### config.mk
export PLATFORM = sky130hd
export DESIGN_NAME = audio_src_arbiter_flat
export DESIGN_NICKNAME = d
export VERILOG_FILES = /design/src/rtl/audio_src_arbiter_if.sv /design/src/rtl/audio_src_arbiter.sv /design/src/flat_wrapper.sv
export SDC_FILE = /design/constraint.sdc
export NUM_CORES = 1
export LEC_CHECK = 0
export ABC_AREA = 1
export BUFFER_PORTS_ARGS = -buffer_cell sky130_fd_sc_hd__buf_2
export CELL_PAD_IN_SITES_DETAIL_PLACEMENT = 1
export CELL_PAD_IN_SITES_GLOBAL_PLACEMENT = 2
export CORE_MARGIN = 1
export CORE_UTILIZATION = 28
export CTS_CLUSTER_DIAMETER = 80
export DETAILED_ROUTE_END_ITERATION = 10
export PLACE_DENSITY = 0.78
export SLEW_MARGIN = 5
export SYNTH_ARGS = -nofsm -noshare
export SYNTH_HDL_FRONTEND = slang
export SYNTH_SLANG_ARGS = --single-unit
### constraint.sdc
create_clock -name clk -period 1.3 [get_ports clk]
set_input_delay 0.195 -clock clk [delete_from_list [all_inputs] [get_ports clk]]
set_output_delay 0.195 -clock clk [all_outputs]
set_load 0.01 [all_outputs]
### src/rtl/audio_src_arbiter_if.sv
// Tone-source arbitration bus: song/SFX requests, tempo tick and mute in; divider, grant, ack and source out.
interface audio_src_arbiter_if;
  logic        tick;
  logic        song_req;
  logic [19:0] song_div;
  logic        sfx_req;
  logic [19:0] sfx_div;
  logic [3:0]  sfx_len;
  logic        mute;
  logic [19:0] note_div;
  logic        song_grant;
  logic        sfx_ack;
  logic [1:0]  src;

  modport master (
    output tick, song_req, song_div, sfx_req, sfx_div, sfx_len, mute,
    input  note_div, song_grant, sfx_ack, src
  );

  modport slave (
    input  tick, song_req, song_div, sfx_req, sfx_div, sfx_len, mute,
    output note_div, song_grant, sfx_ack, src
  );
endinterface

### src/rtl/audio_src_arbiter.sv
// Arbitrates the note generator between the song player and sound effects (SFX wins).
// Optional AUDIO_ARB_GAP_EN inserts GAP_TICKS silent ticks on non-idle source changes.
module audio_src_arbiter #(
  parameter logic [19:0] SILENCE_DIV = 20'd0,
  parameter int          GAP_TICKS   = 2
) (
  input  logic               clk,
  input  logic               reset,
  audio_src_arbiter_if.slave bus
);

  typedef enum logic [1:0] {IDLE = 2'd0, SONG = 2'd1, SFX = 2'd2, GAP = 2'd3} state_t;

  state_t      state;
  logic        sfx_q;
  logic        sfx_edge;
  logic [3:0]  sfx_cnt;
  logic [3:0]  len_eff;
  logic [19:0] sfx_div_q;
  logic [19:0] note_div_q;
  logic        sfx_ack_q;
`ifdef AUDIO_ARB_GAP_EN
  state_t      gap_tgt;
  logic [15:0] gap_cnt;
`endif

  // A held request counts once: only the rising edge is accepted.
  assign sfx_edge = bus.sfx_req & ~sfx_q;
  assign len_eff  = (bus.sfx_len == 4'd0) ? 4'd1 : bus.sfx_len;

  always_ff @(posedge clk or negedge reset) begin
    if (!reset) begin
      state      <= IDLE;
      sfx_q      <= 1'b0;
      sfx_cnt    <= 4'd0;
      sfx_div_q  <= 20'd0;
      sfx_ack_q  <= 1'b0;
      note_div_q <= SILENCE_DIV;
`ifdef AUDIO_ARB_GAP_EN
      gap_tgt    <= IDLE;
      gap_cnt    <= 16'd0;
`endif
    end else begin
      sfx_q     <= bus.sfx_req;
      sfx_ack_q <= 1'b0;

      // Divider follows the pre-edge state, giving one clk of latency.
      if (bus.mute)
        note_div_q <= SILENCE_DIV;
      else begin
        case (state)
          SONG:    note_div_q <= bus.song_div;
          SFX:     note_div_q <= sfx_div_q;
          default: note_div_q <= SILENCE_DIV;
        endcase
      end

      // Accept or retrigger: the freshly loaded count ignores a same-clk tick.
      if (sfx_edge) begin
        sfx_div_q <= bus.sfx_div;
        sfx_cnt   <= len_eff;
        sfx_ack_q <= 1'b1;
      end

      case (state)
        IDLE: begin
          if (sfx_edge)          state <= SFX;
          else if (bus.song_req) state <= SONG;
        end

        SONG: begin
          if (sfx_edge) begin
`ifdef AUDIO_ARB_GAP_EN
            state   <= GAP;
            gap_tgt <= SFX;
            gap_cnt <= GAP_TICKS[15:0];
`else
            state   <= SFX;
`endif
          end else if (!bus.song_req) begin
            state <= IDLE;
          end
        end

        SFX: begin
          if (!sfx_edge && bus.tick) begin
            if (sfx_cnt <= 4'd1) begin
              sfx_cnt <= 4'd0;
              if (bus.song_req) begin
`ifdef AUDIO_ARB_GAP_EN
                state   <= GAP;
                gap_tgt <= SONG;
                gap_cnt <= GAP_TICKS[15:0];
`else
                state   <= SONG;
`endif
              end else begin
                state <= IDLE;
              end
            end else begin
              sfx_cnt <= sfx_cnt - 4'd1;
            end
          end
        end

        default: begin
`ifdef AUDIO_ARB_GAP_EN
          // A new SFX retargets the gap but does not restart its count.
          if (sfx_edge) gap_tgt <= SFX;
          if (bus.tick) begin
            if (gap_cnt <= 16'd1) begin
              gap_cnt <= 16'd0;
              if (sfx_edge || gap_tgt == SFX) state <= SFX;
              else if (bus.song_req)          state <= SONG;
              else                            state <= IDLE;
            end else begin
              gap_cnt <= gap_cnt - 16'd1;
            end
          end
`else
          state <= IDLE;
`endif
        end
      endcase
    end
  end

  assign bus.note_div   = note_div_q;
  assign bus.sfx_ack    = sfx_ack_q;
  assign bus.song_grant = (state == SONG);
  assign bus.src        = (state == SONG) ? 2'b01 :
                          (state == SFX)  ? 2'b10 : 2'b00;

endmodule
### src/flat_wrapper.sv
// flat-port wrapper written by rule: the top's interface ports become plain ports
module audio_src_arbiter_flat 
#(
  parameter logic [19:0] SILENCE_DIV = 20'd0,
  parameter int          GAP_TICKS   = 2
)
  (clk, reset, bus_tick, bus_song_req, bus_song_div, bus_sfx_req, bus_sfx_div, bus_sfx_len, bus_mute, bus_note_div, bus_song_grant, bus_sfx_ack, bus_src);
  audio_src_arbiter_if bus_i ();
  input  logic clk;
  input  logic reset;
  input wire logic [$bits(bus_i.tick)-1:0] bus_tick;
  input wire logic [$bits(bus_i.song_req)-1:0] bus_song_req;
  input wire logic [$bits(bus_i.song_div)-1:0] bus_song_div;
  input wire logic [$bits(bus_i.sfx_req)-1:0] bus_sfx_req;
  input wire logic [$bits(bus_i.sfx_div)-1:0] bus_sfx_div;
  input wire logic [$bits(bus_i.sfx_len)-1:0] bus_sfx_len;
  input wire logic [$bits(bus_i.mute)-1:0] bus_mute;
  output wire logic [$bits(bus_i.note_div)-1:0] bus_note_div;
  output wire logic [$bits(bus_i.song_grant)-1:0] bus_song_grant;
  output wire logic [$bits(bus_i.sfx_ack)-1:0] bus_sfx_ack;
  output wire logic [$bits(bus_i.src)-1:0] bus_src;
  assign bus_i.tick = bus_tick;
  assign bus_i.song_req = bus_song_req;
  assign bus_i.song_div = bus_song_div;
  assign bus_i.sfx_req = bus_sfx_req;
  assign bus_i.sfx_div = bus_sfx_div;
  assign bus_i.sfx_len = bus_sfx_len;
  assign bus_i.mute = bus_mute;
  assign bus_note_div = bus_i.note_div;
  assign bus_song_grant = bus_i.song_grant;
  assign bus_sfx_ack = bus_i.sfx_ack;
  assign bus_src = bus_i.src;
  audio_src_arbiter #(.SILENCE_DIV(SILENCE_DIV), .GAP_TICKS(GAP_TICKS)) u_core (.clk(clk), .reset(reset), .bus(bus_i));
endmodule
# == Word level (Yosys, flattened, before mapping) ==
# Index checks and enable logic that the tools add are counted.
# word_totals
rom_bits,0
ram_bits,0
word_cells,39
memories,0
inputBits,50
reg_bits,48
latch_bits,0
output_inout_bits,24
# classes
n_mux,18
bitwise_logic,2
n_reduce_logical,5
addsub,1
shift,0
mul,0
n_lt_le_gt_ge,1
n_div,0
eq_ne,6
# op_table
operator,n
case mux 20 bit (2 select lines),1
two-way mux 20 bit,1
two-way mux 4 bit,5
two-way mux 2 bit,8
"!= test 3 x 2 -> 1 bit, second input constant",2
case mux 2 bit (3 select lines),1
"<= comparator 4 x 1 -> 1 bit, second input constant",1
zero test 4 bit,1
"!= test 2 x 1 -> 1 bit, second input constant",2
AND reduction 4 bit,1
"subtractor 4 x 1 -> 4 bit, second input constant",1
"equality test 2 x 1 -> 1 bit, second input constant",1
"equality test 2 bit, second input constant",1
zero test 2 bit,1
two-way mux 1 bit,2
bitwise AND 1 bit,1
logical AND 1 bit,1
zero test 1 bit,1
NOT 1 bit,1

# == Logic depth before layout (Yosys ltp) ==
# Gate-level depths: netlist of the first run.
# logic_depth
depth_word,6
ltp_mapped,8

# == Worst setup path after synthesis of the first run ==
# OpenSTA, ideal clock, no wires.
# synth_path
path_kind,register to register
startpoint,register u_core.state[0]
endpoint,"register u_core.note_div_q[0], in the netlist u_core.bus.note_div[0]"
setup_slack_ps,54
period_less_slack_ps,1246
setup_ps,136
n_path_buf,1
path_stages_with_launch,6
arrival_ps,1110
path_cell_list,dfrtp_1 inv_1 ha_1 nand2_1 clkbuf_1 a21oi_1
# synth_via
elab_chain_cells,3
elab_cells_between_ends,4
classes_between,eq/ne: 2; mux: 2
# synth_rtl
element,line,rtl
start: declaration,audio_src_arbiter.sv:14,state_t state;
start signal: assignment,audio_src_arbiter.sv:33,state <= IDLE;
start signal: assignment,audio_src_arbiter.sv:67,if (sfx_edge) state <= SFX;
start signal: assignment,audio_src_arbiter.sv:68,else if (bus.song_req) state <= SONG;
equality test 2 bit or equality test 2 x 1 -> 1 bit (tied branches),audio_src_arbiter.sv:51,case (state)
case mux 20 bit (2 select lines) (*),audio_src_arbiter.sv:51,
two-way mux 20 bit (*),audio_src_arbiter.sv:48,if (bus.mute)
end signal: assignment,audio_src_arbiter.sv:52,SONG: note_div_q <= bus.song_div;
end signal: assignment,audio_src_arbiter.sv:53,SFX: note_div_q <= sfx_div_q;
end: declaration,audio_src_arbiter.sv:20,logic [19:0] note_div_q;
# Mark *: on every way between the ends. The rest lies on a longest branch, timed or not.
# A chain may end at the register's enable or synchronous reset.

# == Final worst setup path of the first run ==
# layout_path
startpoint,register u_core.state[0]
endpoint,output port bus_src[0]
# layout_via
elab_chain_cells,2
# layout_rtl
element,line,rtl
equality test 2 x 1 -> 1 bit,audio_src_arbiter.sv:131,assign bus.src = (state == SONG) ? 2'b01 :
two-way mux 2 bit,audio_src_arbiter.sv:131,
end: declaration,flat_wrapper.sv:21,output wire logic [$bits(bus_i.src)-1:0] bus_src;
# No other way between the ends.

==> flow_metrics.py, run 1 <==
metrics = {
    "route": {
        "wl_um": 5990,
        "drt-wirelength-per-cell_um": 13.5,
        "dr.pass1.iters": 4,
        "vias_per_cell": 4.42,
        "antenna_left": 0,
        "vias": 1956,
        "drc": 0,
        "dr.first_iter.drc_count": 70,
    },
    "global_routing": {
        "antenna_found_initial": 0,
        "grt_pass1_wl_um": 9400,
        "overflow": 0,
        "groute.usage.overall": 0.159,
        "grt_pass1_vias": 1927,
        "grt_max_degree": 49,
    },
    "sta": {
        "clock_skew_ns": 0.00827,
        "slew_violations": 0,
        "fin_crit_ns": 1.37,
        "fin_setup_tns_ns": -0.0762,
        "final-setup-viol-count": 2,
        "worst_pin_slew_ns": 0.270,
        "hold_viol": 0,
        "fin_crit_sh": 1.05,
        "max_freq_mhz": 731,
        "max_slew_margin": 0.820,
        "fin_ws_ns": -0.0677,
        "rsz0062_at_grt": "yes",
    },
    "synth": {
        "synth_top_family_by_area": "simple AND/OR/NAND/NOR gates",
        "synth_area_per_cell_um2": 8.39,
        "synth_cells": 256,
        "yosys.area_share.adder": 0.0408,
        "yosys_most_used_dff": "dfrtp_1",
        "yosysWarningCount": 0,
        "ys_seq_area_frac": 0.559,
        "synth_nets": 313,
        "synth-edff-count": 0,
        "synth_area_mm2": 0.00215,
        "synthMuxAreaShare": 0,
        "synthArstFlopShare": 1.00,
        "ys_seq_elements": 48,
        "yosys.area_share.simple": 0.271,
        "synth_xor_area_frac": 0.00408,
        "synth_compound_area_frac": 0.0699,
        "ys_types": 20,
    },
    "setup_path": {
        "slowest_stage": "dfrtp_2",
        "worst-r2r-cell-count": 8,
        "worstPathArrival_ns": 1.17,
        "cp-start-kind": "flip-flop",
        "slowest_delay_ns": 0.46,
        "crit_type": "flip-flop to output port",
        "reg2reg_from": "u_core.state[0]$_DFFE_PN0P_",
        "path_cells": "ha_4 -> buf_6 -> buf_6",
        "crit_top_cell": "buf_6",
        "cp.required_ns": 1.11,
        "cp-end-kind": "output port",
        "setup.worst_path.start": "u_core.state[0]$_DFFE_PN0P_",
        "critical_path.max_fanout": 3,
    },
    "finish": {
        "nets": 400,
        "fill_cells": 901,
        "drive_gt1_frac": 0.395,
        "fin_cells": 443,
        "area_delta_synth_final_pct": 42.1,
        "diodes": 0,
    },
    "die": {
        "die_h_um": 89.6,
        "fp.dieW_um": 89.6,
        "die_area_mm2": 0.00802,
        "core_mm2": 0.00733,
        "initial_utilization": 0.293,
        "rows": 31,
        "ios": 74,
    },
    "clocking": {
        "clk_pin_slew_ns": 0.09,
        "cts-root-buf": "clkbuf_8",
        "clock_sinks": 48,
        "h-tree-depth": 2,
        "clk_latency_ns": 0.31,
        "cts_buffer_depth": 2,
        "cts_tree": "built",
        "numCtsBuffers": 5,
    },
    "placed_design": {
        "dpl.cell_count": 425,
        "port_buffers": 73,
        "place.gp.congestion": 0.735,
        "dp_hpwl_um": 4070,
    },
    "power": {
        "ir_worst_vdd_uv": 597,
        "p_leak_nw": 1.60,
        "power.switching_mw": 1.90,
        "pwr-share-clk": 0.225,
        "power_density_mw_per_mm2": 1740,
        "sw_frac_of_total": 0.358,
        "combPwrFrac": 0.419,
        "p_int_mw": 3.40,
        "p_total_mw": 5.31,
        "p_seq_frac": 0.356,
    },
    "hold_path": {
        "holdCritPathClass": "input pin to flip-flop",
        "whs_path_depth": 1,
        "hold_path.startpoint": "bus_sfx_req",
    },
    "run_status": {
        "violations": "setup timing",
        "status": "finished, violations left",
    },
    "run": {
        "drv_cap": 0,
    },
}
metal layers:
layer | track usage | wire length [µm] | vias to the layer above
met1 | 0.211 | 2750 | 937
met3 | 0.0443 | 309 | 4
met5 | 0 | 0 | -
li1 | - | - | 958
met4 | 0.0346 | 51 | 0
met2 | 0.258 | 2880 | 57
stage by stage:
stage	hold WS (ns)	area, µm²	utilization	worst slack (ns)
6_report	0.0652	3050	0.416	-0.0677
5_1_grt	0.0512	3050	0.416	-0.105
4_1_cts	0.0569	2960	0.403	-0.0496
2_1_floorplan	-0.101	2150	-	0.0537
3_3_place_gp	0.207	2660	0.363	0.0361
3_5_place_dp	0.207	2660	0.363	-0.0315
placed cells by master (no fill, tap or decap), types with 6 or more instances in the layout:
cell type,instances
nor2_1,9
buf_4,8
buf_6,10
inv_1,6
a21oi_2,11
a21oi_1,11
buf_2,71
dfrtp_1,47
nand2_1,122
clkbuf_8,7
critical path, delay by kind of cell, from the launching register on:
family	cells	cell delay (ns)
buffers and inverters	2	0.22
DFF	1	0.46
adders and majority gates	1	0.18
registers in the layout, indices dropped and copies added (netlist names):
register,count
u_core.sfx_cnt,4
u_core.state,2
u_core.sfx_div_q,20
u_core.sfx_q,1
u_core.bus.sfx_ack,1
u_core.bus.note_div,20
power groups by stage:
stage | clock network, mW | registers (mW) | logic, mW
2_1_floorplan | 0 | 1.93 | 0.955
3_3_place_gp | 0 | 1.90 | 1.55
3_5_place_dp | 0 | 1.91 | 1.59
4_1_cts | 1.23 | 1.88 | 2.05
5_1_grt | 1.28 | 1.92 | 2.47
6_report | 1.19 | 1.89 | 2.22
cell families after synthesis:
group | Yosys count
xor+xnor | 1
buf+inv | 25
fa+ha+maj | 7
simple gates | 145
flops | 48
compound gates | 30
repair_timing:
| item | CTS | global route |
|---|---|---|
| hold buffers | 1 | 0 |
| resized for setup | 28 | 20 |
| pin swaps | 2 | 3 |
| setup buffers | 6 | 2 |
| cloned | 1 | 0 |
| endpoints found under the hold margin | 48 | 0 |
| endpoints found under the setup margin | 9 | 24 |
cell type report:
| class | count | area, µm² | area share |
|---|---|---|---|
| Clock inverter | 1 | 30.0 | 0.00984 |
| Multi-Input combinational cell | 183 | 968 | 0.317 |
| Inverter | 13 | 52.6 | 0.0172 |
| Sequential cell | 48 | 1200 | 0.394 |
| Clock buffer | 7 | 96.3 | 0.0316 |
| Tap cell | 99 | 124 | 0.0406 |
| Timing Repair Buffer | 92 | 578 | 0.189 |
path summary, 6_finish.rpt:
check | to | slack, ns
setup / recovery | bus_src[0] | -0.07
max in group asynchronous | u_core.sfx_cnt[0]$_DFF_PN0_ | 0.67
min in group asynchronous | u_core.sfx_div_q[4]$_DFFE_PN0P_ | 0.39
setup reg to reg | u_core.state[1]$_DFFE_PN0P_ | 0.02
hold / removal | u_core.sfx_q$_DFF_PN0_ | 0.07
hold reg to reg | u_core.sfx_div_q[18]$_DFFE_PN0P_ | 0.48
cells in the mapped netlist, types with 2 or more instances:
master    count  area [µm²]
nand2_4       2        22.5
inv_1        10        37.5
dfrtp_1      48        1200
ha_1          7        87.6
buf_2         6        30.0
o21ai_1       5        25.0
inv_2         2        7.51
nand3_1       4        20.0
nand2_1     126         473
o21ai_0       3        15.0
clkbuf_1      2        7.51
nor2_1        9        33.8
buf_4         4        30.0
a21oi_1      22         110
No activity file was read; power rests on OpenSTA's default activity.
==> run 2: changes to the inputs <==
--- a/config.mk
+++ b/config.mk
@@ -13,6 +13,7 @@
 export CORE_UTILIZATION = 28
 export CTS_CLUSTER_DIAMETER = 80
 export DETAILED_ROUTE_END_ITERATION = 10
+export MAX_ROUTING_LAYER = met4
 export PLACE_DENSITY = 0.78
 export SLEW_MARGIN = 5
 export SYNTH_ARGS = -nofsm -noshare
==> flow_metrics.py, run 2 (synthesis results as in run 1) <==
metrics = {
    "run_status": {
        "status": "finished, violations left",
        "violations": "setup timing",
    },
    "placed_design": {
        "dp_hpwl_um": 4070,
        "port_buffers": 73,
        "place_area_mm2": 0.00266,
        "place.gp.congestion": 0.744,
        "dp_slack_ns": -0.0315,
    },
    "global_routing": {
        "grt_pass1_wl_um": 9400,
        "antenna_found_initial": 0,
        "grt_max_degree": 49,
        "groute.usage.overall": 0.164,
        "overflow": 0,
        "grt_pass1_vias": 1926,
    },
    "finish": {
        "nets": 400,
        "design_area_mm2": 0.00305,
        "area_delta_synth_final_pct": 42.1,
        "layout.cells.most_common_list": "122 x nand2_1, 71 x buf_2, 47 x dfrtp_1, 11 x a21oi_2, 11 x a21oi_1",
        "diodes": 0,
        "final_common_cell": "nand2_1",
        "drive_gt1_frac": 0.395,
        "fill_cells": 901,
    },
    "setup_path": {
        "worstPathArrival_ns": 1.17,
        "path_cells": "ha_4 -> buf_6 -> buf_6",
        "crit_buf_inv": 2,
        "cp-start-kind": "flip-flop",
        "critical_path.max_fanout": 3,
        "crit_top_cell": "buf_6",
        "slowest_stage": "dfrtp_2",
        "crit_type": "flip-flop to output port",
        "cp-end-kind": "output port",
        "slowest_delay_ns": 0.46,
        "cp.required_ns": 1.11,
        "path_delay_family": "flip-flops",
    },
    "die": {
        "die_area_mm2": 0.00802,
        "core_mm2": 0.00733,
        "fp.dieW_um": 89.6,
        "rows": 31,
        "ios": 74,
        "initial_utilization": 0.293,
        "die_h_um": 89.6,
    },
    "sta": {
        "clock_skew_ns": 0.00826,
        "final-setup-viol-count": 2,
        "rsz0062_at_grt": "yes",
        "fin_crit_ns": 1.37,
        "max_freq_mhz": 731,
        "slew_violations": 0,
        "max_slew_margin": 0.820,
        "fin_crit_sh": 1.05,
        "hold_viol": 0,
        "fin_ws_ns": -0.0675,
        "worst_pin_slew_ns": 0.270,
    },
    "route": {
        "antenna_left": 0,
        "dr.first_iter.drc_count": 72,
        "vias_per_cell": 4.42,
        "vias": 1959,
        "routed.top_layer": "met4",
        "dr.pass1.iters": 4,
        "routed-wl-met2_um": 2890,
        "met1Wirelength_um": 2750,
        "drt-wirelength-per-cell_um": 13.5,
        "dr_wl_met3_um": 299,
        "wl_um": 5990,
        "drc": 0,
    },
    "clocking": {
        "clk_pin_slew_ns": 0.09,
        "numCtsBuffers": 5,
        "h-tree-depth": 2,
        "clk_latency_ns": 0.31,
        "cts_tree": "built",
        "clock_sinks": 48,
        "cts-root-buf": "clkbuf_8",
        "cts_buffer_depth": 2,
    },
    "power": {
        "ir_worst_vdd_uv": 597,
        "power_density_mw_per_mm2": 1740,
        "p_leak_nw": 1.60,
        "p_total_mw": 5.30,
    },
    "run": {
        "drv_cap": 0,
    },
    "hold_path": {
        "holdCritPathClass": "input pin to flip-flop",
    },
}
run 2: worst reg2reg max path, cell delays in order (launching register included):
cell and delay [ns]:
dfrtp_2 0.46, ha_4 0.18, buf_4 0.15, nand2_4 0.06
nand2_2 0.05, nand2_2 0.08, nand3_2 0.07, nand2_1 0.07
nand2_1 0.05
run 2: what timing repair did:
item	CTS	global route
pin swaps	2	3
buffers inserted	6	2
gates resized for setup	28	20
setup endpoints to repair	9	24
cloned	1	0
hold endpoints to repair	48	0
hold buffers	1	0
run 2: cell type report:
class	count	area, µm²	share of cell area
repair buffers	92	578	0.189
well taps	99	124	0.0406
inverters	13	52.6	0.0172
clock buffers	7	96.3	0.0316
clock inverters	1	30.0	0.00984
flip-flops and latches	48	1200	0.394
multi-input cells	183	968	0.317
run 2: worst paths after layout:
check                                                      start                               end  slack (ns)  depth (start not counted)
max in group asynchronous                                  reset            u_core.sfx_q$_DFF_PN0_        0.66                          3
worst max register to register       u_core.state[0]$_DFFE_PN0P_       u_core.state[1]$_DFFE_PN0P_        0.02                          8
worst max-delay path                 u_core.state[0]$_DFFE_PN0P_                        bus_src[0]       -0.07                          3
worst min-delay path                                 bus_sfx_req            u_core.sfx_q$_DFF_PN0_        0.07                          1
worst min register to register  u_core.sfx_div_q[18]$_DFFE_PN0P_  u_core.sfx_div_q[18]$_DFFE_PN0P_        0.48                          2
min in group asynchronous                                  reset   u_core.sfx_div_q[4]$_DFFE_PN0P_        0.39                          3
run 2: power by group:
group / internal (mW) / switching, mW
Combinational: 0.989 / 1.23
Sequential: 1.74 / 0.153
Clock: 0.679 / 0.514
run 2: layer usage:
layer	up-vias	global-route usage
li1	958	-
met1	936	0.212
met2	61	0.258
met3	4	0.0434
met4	0	0.0346
met5	-	-
run 2: per-stage QoR:
step	std cells	hold WS, ns	util	setup TNS (ns)
finish	443	0.0657	0.416	-0.0758
global route	443	0.0512	0.416	-0.253
CTS	441	0.0569	0.403	-0.107
detailed placement	425	0.207	0.363	-0.0578
global placement	425	0.207	0.363	0
floorplan	256	-0.101	-	0
